$ cat config.mk
export PLATFORM = sky130hd
export DESIGN_NAME = pipelined_csel_adder_flat
export DESIGN_NICKNAME = d
export VERILOG_FILES = /design/src/rtl/pipelined_csel_adder_if.sv /design/src/rtl/pipelined_csel_adder.sv /design/src/flat_wrapper.sv
export SDC_FILE = /design/constraint.sdc
export NUM_CORES = 1
export LEC_CHECK = 0
export CAP_MARGIN = 20
export CELL_PAD_IN_SITES_DETAIL_PLACEMENT = 0
export CELL_PAD_IN_SITES_GLOBAL_PLACEMENT = 1
export CORE_MARGIN = 2
export CORE_UTILIZATION = 46
export CTS_CLUSTER_SIZE = 10
export DETAILED_ROUTE_END_ITERATION = 8
export GPL_ROUTABILITY_DRIVEN = 0
export PLACE_DENSITY_LB_ADDON = 0.25
export SETUP_SLACK_MARGIN = 0.5
export SYNTH_ARGS = -nofsm -noshare
export SYNTH_HDL_FRONTEND = slang
export SYNTH_SLANG_ARGS = --single-unit
$ cat constraint.sdc
create_clock -name clk -period 7.5 [get_ports clk]
set_input_delay 1.125 -clock clk [delete_from_list [all_inputs] [get_ports clk]]
set_output_delay 1.125 -clock clk [all_outputs]
set_load 0.02 [all_outputs]
$ cat src/rtl/pipelined_csel_adder_if.sv
// Operand/result bus for pipelined_csel_adder.
// master: the producer of operands and consumer of results; slave: the adder.
interface pipelined_csel_adder_if #(
  parameter int WIDTH = 32
);
  logic             in_valid;
  logic             in_ready;
  logic [WIDTH-1:0] a;
  logic [WIDTH-1:0] b;
  logic             cin;
  logic             sub;
  logic             out_valid;
  logic             out_ready;
  logic [WIDTH-1:0] sum;
  logic             cout;
  logic             ovf;

  modport master (
    output in_valid, a, b, cin, sub, out_ready,
    input  in_ready, out_valid, sum, cout, ovf
  );

  modport slave (
    input  in_valid, a, b, cin, sub, out_ready,
    output in_ready, out_valid, sum, cout, ovf
  );
endinterface

$ cat src/rtl/pipelined_csel_adder.sv
// Pipelined carry-select add/subtract unit.
// The WIDTH-bit carry chain is cut into STAGES segments of S = WIDTH/STAGES bits,
// one segment resolved per stage. WIDTH must be a multiple of STAGES.
// Optional build macro: CSA_OVF_FLAG_EN -- registers a signed-overflow flag on ovf;
// without it ovf is tied low.
//
// Handshake (both sides): a beat transfers on a rising edge where valid && ready.
// The whole pipe moves together: advance = !out_valid | out_ready, and
// in_ready = advance (forced high while rst_n=0). in_valid never affects in_ready.
// When advance=0 every stage register, valid bits included, holds its value.
module pipelined_csel_adder #(
  parameter int WIDTH  = 32,
  parameter int STAGES = 4
) (
  input  logic                 clk,
  input  logic                 rst_n,
  pipelined_csel_adder_if.slave bus
);

  localparam int S = WIDTH / STAGES;

  // Per-stage registers. Operand words shift down by S each stage so the
  // segment a stage works on is always in bits [S-1:0]; the finished sum bits
  // shift in from the top, so after STAGES stages s_r holds the full result.
  logic [STAGES-1:0] vld_r;
  logic [STAGES-1:0] c_r;
  logic [WIDTH-1:0]  a_r [STAGES];
  logic [WIDTH-1:0]  b_r [STAGES];
  logic [WIDTH-1:0]  s_r [STAGES];

  // Stage sources and next values.
  logic [WIDTH-1:0]  src_a [STAGES];
  logic [WIDTH-1:0]  src_b [STAGES];
  logic [WIDTH-1:0]  src_s [STAGES];
  logic [STAGES-1:0] src_c;
  logic [WIDTH-1:0]  nxt_a [STAGES];
  logic [WIDTH-1:0]  nxt_b [STAGES];
  logic [WIDTH-1:0]  nxt_s [STAGES];
  logic [STAGES-1:0] nxt_c;
  logic              last_sum_msb;

  logic             advance;
  logic [WIDTH-1:0] b_eff;
  logic             c_eff;

  assign advance      = !vld_r[STAGES-1] || bus.out_ready;
  assign bus.in_ready = advance || !rst_n;

  // Subtraction is a + ~b + ~cin, so the borrow-in becomes an inverted carry-in.
  assign b_eff = bus.sub ? ~bus.b : bus.b;
  assign c_eff = bus.cin ^ bus.sub;

  // Stage k takes its operands from stage k-1 (stage 0 from the bus).
  always_comb begin
    src_a[0] = bus.a;
    src_b[0] = b_eff;
    src_s[0] = '0;
    src_c[0] = c_eff;
    for (int k = 1; k < STAGES; k++) begin
      src_a[k] = a_r[k-1];
      src_b[k] = b_r[k-1];
      src_s[k] = s_r[k-1];
      src_c[k] = c_r[k-1];
    end
  end

  // Carry-select segment: both carry-in candidates are formed, then the
  // registered carry from the previous stage picks one.
  always_comb begin
    logic [S:0] cand0;
    logic [S:0] cand1;
    logic [S:0] seg;
    cand0        = '0;
    cand1        = '0;
    seg          = '0;
    last_sum_msb = 1'b0;
    for (int k = 0; k < STAGES; k++) begin
      cand0    = {1'b0, src_a[k][S-1:0]} + {1'b0, src_b[k][S-1:0]};
      cand1    = cand0 + (S+1)'(1);
      seg      = src_c[k] ? cand1 : cand0;
      nxt_c[k] = seg[S];
      nxt_a[k] = src_a[k] >> S;
      nxt_b[k] = src_b[k] >> S;
      nxt_s[k] = (src_s[k] >> S) | (WIDTH'(seg[S-1:0]) << (WIDTH - S));
      if (k == STAGES - 1) begin
        last_sum_msb = seg[S-1];
      end
    end
  end

  // Pipeline registers: reset clears everything, otherwise all stages move on advance.
  always_ff @(posedge clk) begin
    if (!rst_n) begin
      vld_r <= '0;
      c_r   <= '0;
      for (int k = 0; k < STAGES; k++) begin
        a_r[k] <= '0;
        b_r[k] <= '0;
        s_r[k] <= '0;
      end
    end else if (advance) begin
      vld_r[0] <= bus.in_valid;
      for (int k = 1; k < STAGES; k++) begin
        vld_r[k] <= vld_r[k-1];
      end
      c_r <= nxt_c;
      for (int k = 0; k < STAGES; k++) begin
        a_r[k] <= nxt_a[k];
        b_r[k] <= nxt_b[k];
        s_r[k] <= nxt_s[k];
      end
    end
  end

  assign bus.out_valid = vld_r[STAGES-1];
  assign bus.sum       = s_r[STAGES-1];
  assign bus.cout      = c_r[STAGES-1];

`ifdef CSA_OVF_FLAG_EN
  // The top operand segment reaches the last stage in bits [S-1:0] of the
  // skewed operand words, so the operand MSBs are bit S-1 there.
  logic ovf_r;
  logic ovf_nx;

  assign ovf_nx = (src_a[STAGES-1][S-1] == src_b[STAGES-1][S-1]) &&
                  (last_sum_msb != src_a[STAGES-1][S-1]);

  // Overflow flag registered alongside the final sum segment.
  always_ff @(posedge clk) begin
    if (!rst_n) begin
      ovf_r <= 1'b0;
    end else if (advance) begin
      ovf_r <= ovf_nx;
    end
  end

  assign bus.ovf = ovf_r;
`else
  assign bus.ovf = 1'b0;
`endif

endmodule
$ cat src/flat_wrapper.sv
// flat-port wrapper written by rule: the top's interface ports become plain ports
module pipelined_csel_adder_flat 
#(
  parameter int WIDTH  = 32,
  parameter int STAGES = 4
)
  (clk, rst_n, bus_in_valid, bus_a, bus_b, bus_cin, bus_sub, bus_out_ready, bus_in_ready, bus_out_valid, bus_sum, bus_cout, bus_ovf);
  pipelined_csel_adder_if #(.WIDTH(WIDTH)) bus_i ();
  input  logic clk;
  input  logic rst_n;
  input wire logic [$bits(bus_i.in_valid)-1:0] bus_in_valid;
  input wire logic [$bits(bus_i.a)-1:0] bus_a;
  input wire logic [$bits(bus_i.b)-1:0] bus_b;
  input wire logic [$bits(bus_i.cin)-1:0] bus_cin;
  input wire logic [$bits(bus_i.sub)-1:0] bus_sub;
  input wire logic [$bits(bus_i.out_ready)-1:0] bus_out_ready;
  output wire logic [$bits(bus_i.in_ready)-1:0] bus_in_ready;
  output wire logic [$bits(bus_i.out_valid)-1:0] bus_out_valid;
  output wire logic [$bits(bus_i.sum)-1:0] bus_sum;
  output wire logic [$bits(bus_i.cout)-1:0] bus_cout;
  output wire logic [$bits(bus_i.ovf)-1:0] bus_ovf;
  assign bus_i.in_valid = bus_in_valid;
  assign bus_i.a = bus_a;
  assign bus_i.b = bus_b;
  assign bus_i.cin = bus_cin;
  assign bus_i.sub = bus_sub;
  assign bus_i.out_ready = bus_out_ready;
  assign bus_in_ready = bus_i.in_ready;
  assign bus_out_valid = bus_i.out_valid;
  assign bus_sum = bus_i.sum;
  assign bus_cout = bus_i.cout;
  assign bus_ovf = bus_i.ovf;
  pipelined_csel_adder #(.WIDTH(WIDTH), .STAGES(STAGES)) u_core (.clk(clk), .rst_n(rst_n), .bus(bus_i));
endmodule
==> results.cfg, run 1 <==
[status]
outcome = complete, no violations

[floorplan]
dieWidth_um = 144.2
core_area_um2 = 19400
start_util = 0.4660
rows = 51
dieHeight_um = 144.2
die_area_um2 = 20790
ios = 106

[clock_tree]
ctsRootBufferMaster = clkbuf_16
postCtsHoldBufs = 0
cts_setup_buffers = 0
ctsResizeCount = 0
cts_tree = done
numCtsBuffers = 17
clockBufferDepth = 2
clock_sinks = 184
clk_latency_ps = 430
cts.reportedPaths.clkPinSlew_ps = 70
htree_levels = 4

[logic_synthesis]
synth-compound-area-share = 0.06976
postSynthCellCount = 723
synthSimpleGateAreaFrac = 0.1715
ys_seq_elements = 184
synth_top_area_frac = 0.5846
synth-main-ff-cell = edfxtp_1
yosys.area.top_type = edfxtp_1
synth_area_per_cell_um2 = 12.50
ys_types = 64
async_flop_share = 0
syn_nets = 834
synth-xor-area-share = 0.06768
synth-adder-area-share = 0.06007
ys_seq_area_frac = 0.6024
synth_area_um2 = 9040
yosys_warnings = 0
synth_edf_count = 176
synthMuxAreaShare = 0.004429
yosys-top-cells-area = edfxtp_1, and3_1, ha_1
synth_top_family_by_area = simple AND/OR/NAND/NOR gates

[sta]
fmax_mhz = 193.5
skew_ps = 12.38
fin_crit_sh = 0.6889
final_hold_viol_count = 0
maxSlewHeadroom = 0.2902
min_period_ps = 5167
final-max-slew-violation-count = 0
tns_ps = 0
tightest_slew_ps = 1065
rsz0062_at_grt = false
setup_viol = 0

[pwr]
ir_drop_mv = 0.1667
total_power_uw = 2408
p_per_area_nw_per_um2 = 221.4
power_leakage_uw = 0.004665

[setup_path]
reg2reg_to = u_core.s_r[0][74]
cp.required_ps = 6380
cp_max_fo = 123
end_kind = output pin
worst_ep_arrival_time_ps = 4040
critPathLaunchType = input port
r2r-start = u_core.vld_r[3]
regToRegSetupSlack_ps = 4360
worstRegToRegCells = 4
crit_type = in2out

[grt]
grt_max_degree = 125
first_global_vias = 5486
antenna_found_initial = 0
grt_pass1_wl_um = 26380
overflow = 0
grt_use_total = 0.1631

[routing]
vias_per_cell = 5.228
drc_errors = 0
drt_wl_total_um = 15860
num_vias = 5698
ant_nets = 0
initialDrtViolationCount = 371
wl_per_cell_um = 14.55
firstDrtPassIters = 4

[worst_hold_path]
hold_start = u_core.vld_r[1]
min_path_type = reg2reg
hold_depth = 1
whs_endpoint = u_core.vld_r[2]

[finish]
layout.nets = 924
area_growth_syn_to_layout_pct = 20.33
fillers = 1645
drive_gt1_frac = 0.06909
antennaDiodeCount = 0
design_area_um2 = 10880

[place]
hpwl_um = 10290
port_buffers = 104
placed_area_um2 = 10300

[run]
drv_cap = 0
power by group:
part | switching, uW | internal, uW | total [uW]
Clock | 407 | 437 | 844
Combinational | 172 | 163 | 336
Sequential | 22.0 | 1210 | 1230
Total | 601 | 1810 | 2410
how the worst max path moves through the flow:
stage | depth (start not counted) | start | endpoint
after floorplan | 3 | bus_out_ready | bus_in_ready
after global placement | 5 | bus_out_ready | bus_in_ready
after detailed placement | 5 | bus_out_ready | bus_in_ready
after CTS | 5 | bus_out_ready | bus_in_ready
after global routing | 5 | bus_out_ready | bus_in_ready
final | 5 | bus_out_ready | bus_in_ready
sequential cells by signal, summed over array words and instances (netlist names):
signal        count
u_core.c_r        4
u_core.a_r       48
u_core.b_r       48
u_core.s_r       80
u_core.vld_r      4
cell families after synthesis:
family	after synthesis
other	1
AOI/OAI and AO/OA	88
buffers and inverters	56
and+or+nand+nor	280
adders and majority gates	41
xor gates and xnor gates	69
DFF	184
muxes	4
critical path, stage by stage:
cell             delay, ps
clkdlybuf4s50_1        460
nand2b_4               760
nor2_1                 420
inv_6                  490
clkdlybuf4s50_1        730
metal layers:
layer,share of wire,global-route usage,vias up
met2,0.47,0.2632,95
met3,0.031,0.03245,17
met4,0.014,0.05927,0
li1,-,-,2877
met5,0,0,-
met1,0.48,0.2208,2709
cell usage after synthesis, types with 4 or more instances:
| master | instances |
|---|---|
| dfxtp_1 | 8 |
| nand3_1 | 14 |
| nor2_1 | 77 |
| fa_1 | 4 |
| a2111oi_0 | 4 |
| clkbuf_1 | 33 |
| edfxtp_1 | 176 |
| xor2_1 | 18 |
| ha_1 | 37 |
| or3_1 | 4 |
| o31ai_1 | 4 |
| nand2_1 | 16 |
| a21oi_1 | 23 |
| a211oi_1 | 6 |
| xnor2_1 | 50 |
| o21ai_0 | 14 |
| o2111ai_1 | 4 |
| mux2i_1 | 4 |
| a21o_1 | 4 |
| a31o_2 | 4 |
| inv_1 | 18 |
| and3_1 | 125 |
| nor3_1 | 10 |
through the flow:
stage	cells	worst slack (ps)	util	hold WS, ps
final	1090	2333	0.5608	476.9
after global routing	1090	2076	0.5608	493.9
after CTS	1089	2273	0.5597	470.8
after detailed placement	1058	2296	0.5310	454.2
after global placement	1058	2381	0.5310	454.8
after floorplan	723	1420	-	422.7
cells in the final DEF (no fill, tap or decap), types with 15 or more instances in the layout:
cell type,count
nand2_1,15
xor2_1,18
inv_1,17
clkbuf_16,17
xnor2_1,50
ha_1,37
clkdlybuf4s50_1,102
a21oi_1,23
edfxtp_1,176
nor2_1,77
and3_1,125
final cells by class:
type                       instances  area, um^2  area share
clock buffer                      17       425.4     0.03911
clock inverter                    14       132.6     0.01219
inverter                          18       72.57    0.006671
multi-input combinational        483        3390      0.3116
sequential                       184        5445      0.5006
tap                              265       331.6     0.03048
timing repair buffer             109        1081     0.09938
Power figures use the tool's default switching activity.
==> inputs of run 2 (changes only) <==
==> constraint.sdc (replaced) <==
create_clock -name clk -period 5.2 [get_ports clk]
set_input_delay 0.78 -clock clk [delete_from_list [all_inputs] [get_ports clk]]
set_output_delay 0.78 -clock clk [all_outputs]
set_load 0.02 [all_outputs]
==> results.cfg, run 2 (synthesis gave the netlist of run 1 again) <==
[sta]
skew_ps = 9.684
timing.hold.ws_ps = 453.3
setup_viol = 0
tns_ps = 0
min_period_ps = 3378
rsz0062_at_grt = false
fin_crit_sh = 0.6496
fmax_mhz = 296.0
final-max-slew-violation-count = 0
maxSlewHeadroom = 0.3231
final_hold_viol_count = 0
tightest_slew_ps = 1015

[finish]
antennaDiodeCount = 0
design_area_um2 = 10900
final_common_cell = edfxtp_1
largest_register_ffs = 80
drive_gt1_frac = 0.07134
top_register = u_core.s_r
layout.cells.non_filler = 1092
layout.nets = 925
area_growth_syn_to_layout_pct = 20.54
largest_registers = u_core.s_r (80), u_core.a_r (48), u_core.b_r (48)
final_cell_mix = edfxtp_1, and3_1, clkdlybuf4s50_1

[grt]
grt_max_degree = 178
antenna_found_initial = 0
overflow = 0
grt_pass1_wl_um = 27370
first_global_vias = 5646
grt_use_total = 0.1680

[floorplan]
dieHeight_um = 144.2
core_area_um2 = 19400
rows = 51
start_util = 0.4660
die_area_um2 = 20790
dieWidth_um = 144.2
ios = 106

[setup_path]
worst_ep_arrival_time_ps = 3670
end_kind = flop
slowest_delay_ps = 480
startpoint = bus_sub
worst-path-buf-inv = 2
crit_type = in2reg
regToRegSetupSlack_ps = 2350
worstRegToRegCells = 8
r2r-start = u_core.a_r[0][0]
cp_max_fo = 28
cp.required_ps = 5490
critPathSlowestCell = buf_4
reg2reg_to = u_core.c_r[1]
cp_num_cells = 10
path_cells = buf_2 -> buf_4 -> xor2_1 -> ha_1 -> o21ai_0 -> a31o_2 -> a211oi_1 -> nand3_1 -> a2111oi_0 -> o31ai_1
endpoint = u_core.c_r[0]
critPathLaunchType = input port
cpLargestDelayFamily = compound AO/OA/AOI/OAI gates

[clock_tree]
htree_levels = 4
clock_sinks = 184
ctsRootBufferMaster = clkbuf_16
postCtsHoldBufs = 0
numCtsBuffers = 17
clk_latency_ps = 430
clockBufferDepth = 2
cts_setup_buffers = 0
cts_tree = done
ctsResizeCount = 0
cts.reportedPaths.clkPinSlew_ps = 70

[place]
hpwl_um = 10580
port_buffers = 104
dpl.cell_count = 1060
placed_area_um2 = 10330

[routing]
drt_wl_total_um = 16520
num_vias = 5750
ant_nets = 0
wl_per_cell_um = 15.13
firstDrtPassIters = 4
drc_errors = 0
vias_per_cell = 5.266
initialDrtViolationCount = 400

[pwr]
power_leakage_uw = 0.004671
p_per_area_nw_per_um2 = 320.3
ir_drop_mv = 0.2611

[status]
outcome = complete, no violations

[run]
drv_cap = 0

[worst_hold_path]
min_path_type = reg2reg
## run 2: layout make-up
class | instances | area (um^2)
clock buffers | 18 | 439.2
clock inverters | 14 | 131.4
fillers | 1649 | 8502
inverters | 18 | 71.32
multi-input cells | 483 | 3390
flip-flops and latches | 184 | 5445
well taps | 265 | 331.6
repair buffers | 110 | 1089
## run 2: worst min-delay path, cell delays in order (launching register included)
cell	delay, ps
dfxtp_1	320
nand2_1	60
nand2_1	40
## run 2: worst min path at each step
stage,start,end,slack [ps],cells after the start
2_1_floorplan,u_core.vld_r[2],u_core.vld_r[3],420,2
3_3_place_gp,u_core.vld_r[2],u_core.vld_r[3],440,2
3_5_place_dp,u_core.vld_r[2],u_core.vld_r[3],450,2
4_1_cts,u_core.vld_r[2],u_core.vld_r[3],450,2
5_1_grt,u_core.vld_r[2],u_core.vld_r[3],470,2
6_report,u_core.vld_r[2],u_core.vld_r[3],450,2
## run 2: stage by stage
stage | power [uW] | setup WS (ps) | util
finish | 3490 | 1822 | 0.5617
global route | 3646 | 1670 | 0.5617
CTS | 3520 | 1842 | 0.5617
detailed placement | 2290 | 1413 | 0.5323
global placement | 2275 | 1554 | 0.5323
floorplan | 2130 | 559.7 | -
## run 2: report_power, final
| part | switching [uW] | total (uW) | internal (uW) |
|---|---|---|---|
| Combinational | 250 | 485 | 235 |
| Sequential | 31.9 | 1770 | 1740 |
| Clock | 588 | 1230 | 645 |
| Total | 869 | 3490 | 2620 |
## run 2: routing by layer
metal	GRT usage	up-vias	wire, um
met5	0	-	0
met4	0.05621	0	272
met3	0.03311	22	653
met2	0.2850	118	8147
met1	0.2175	2731	7445
li1	-	2879	-
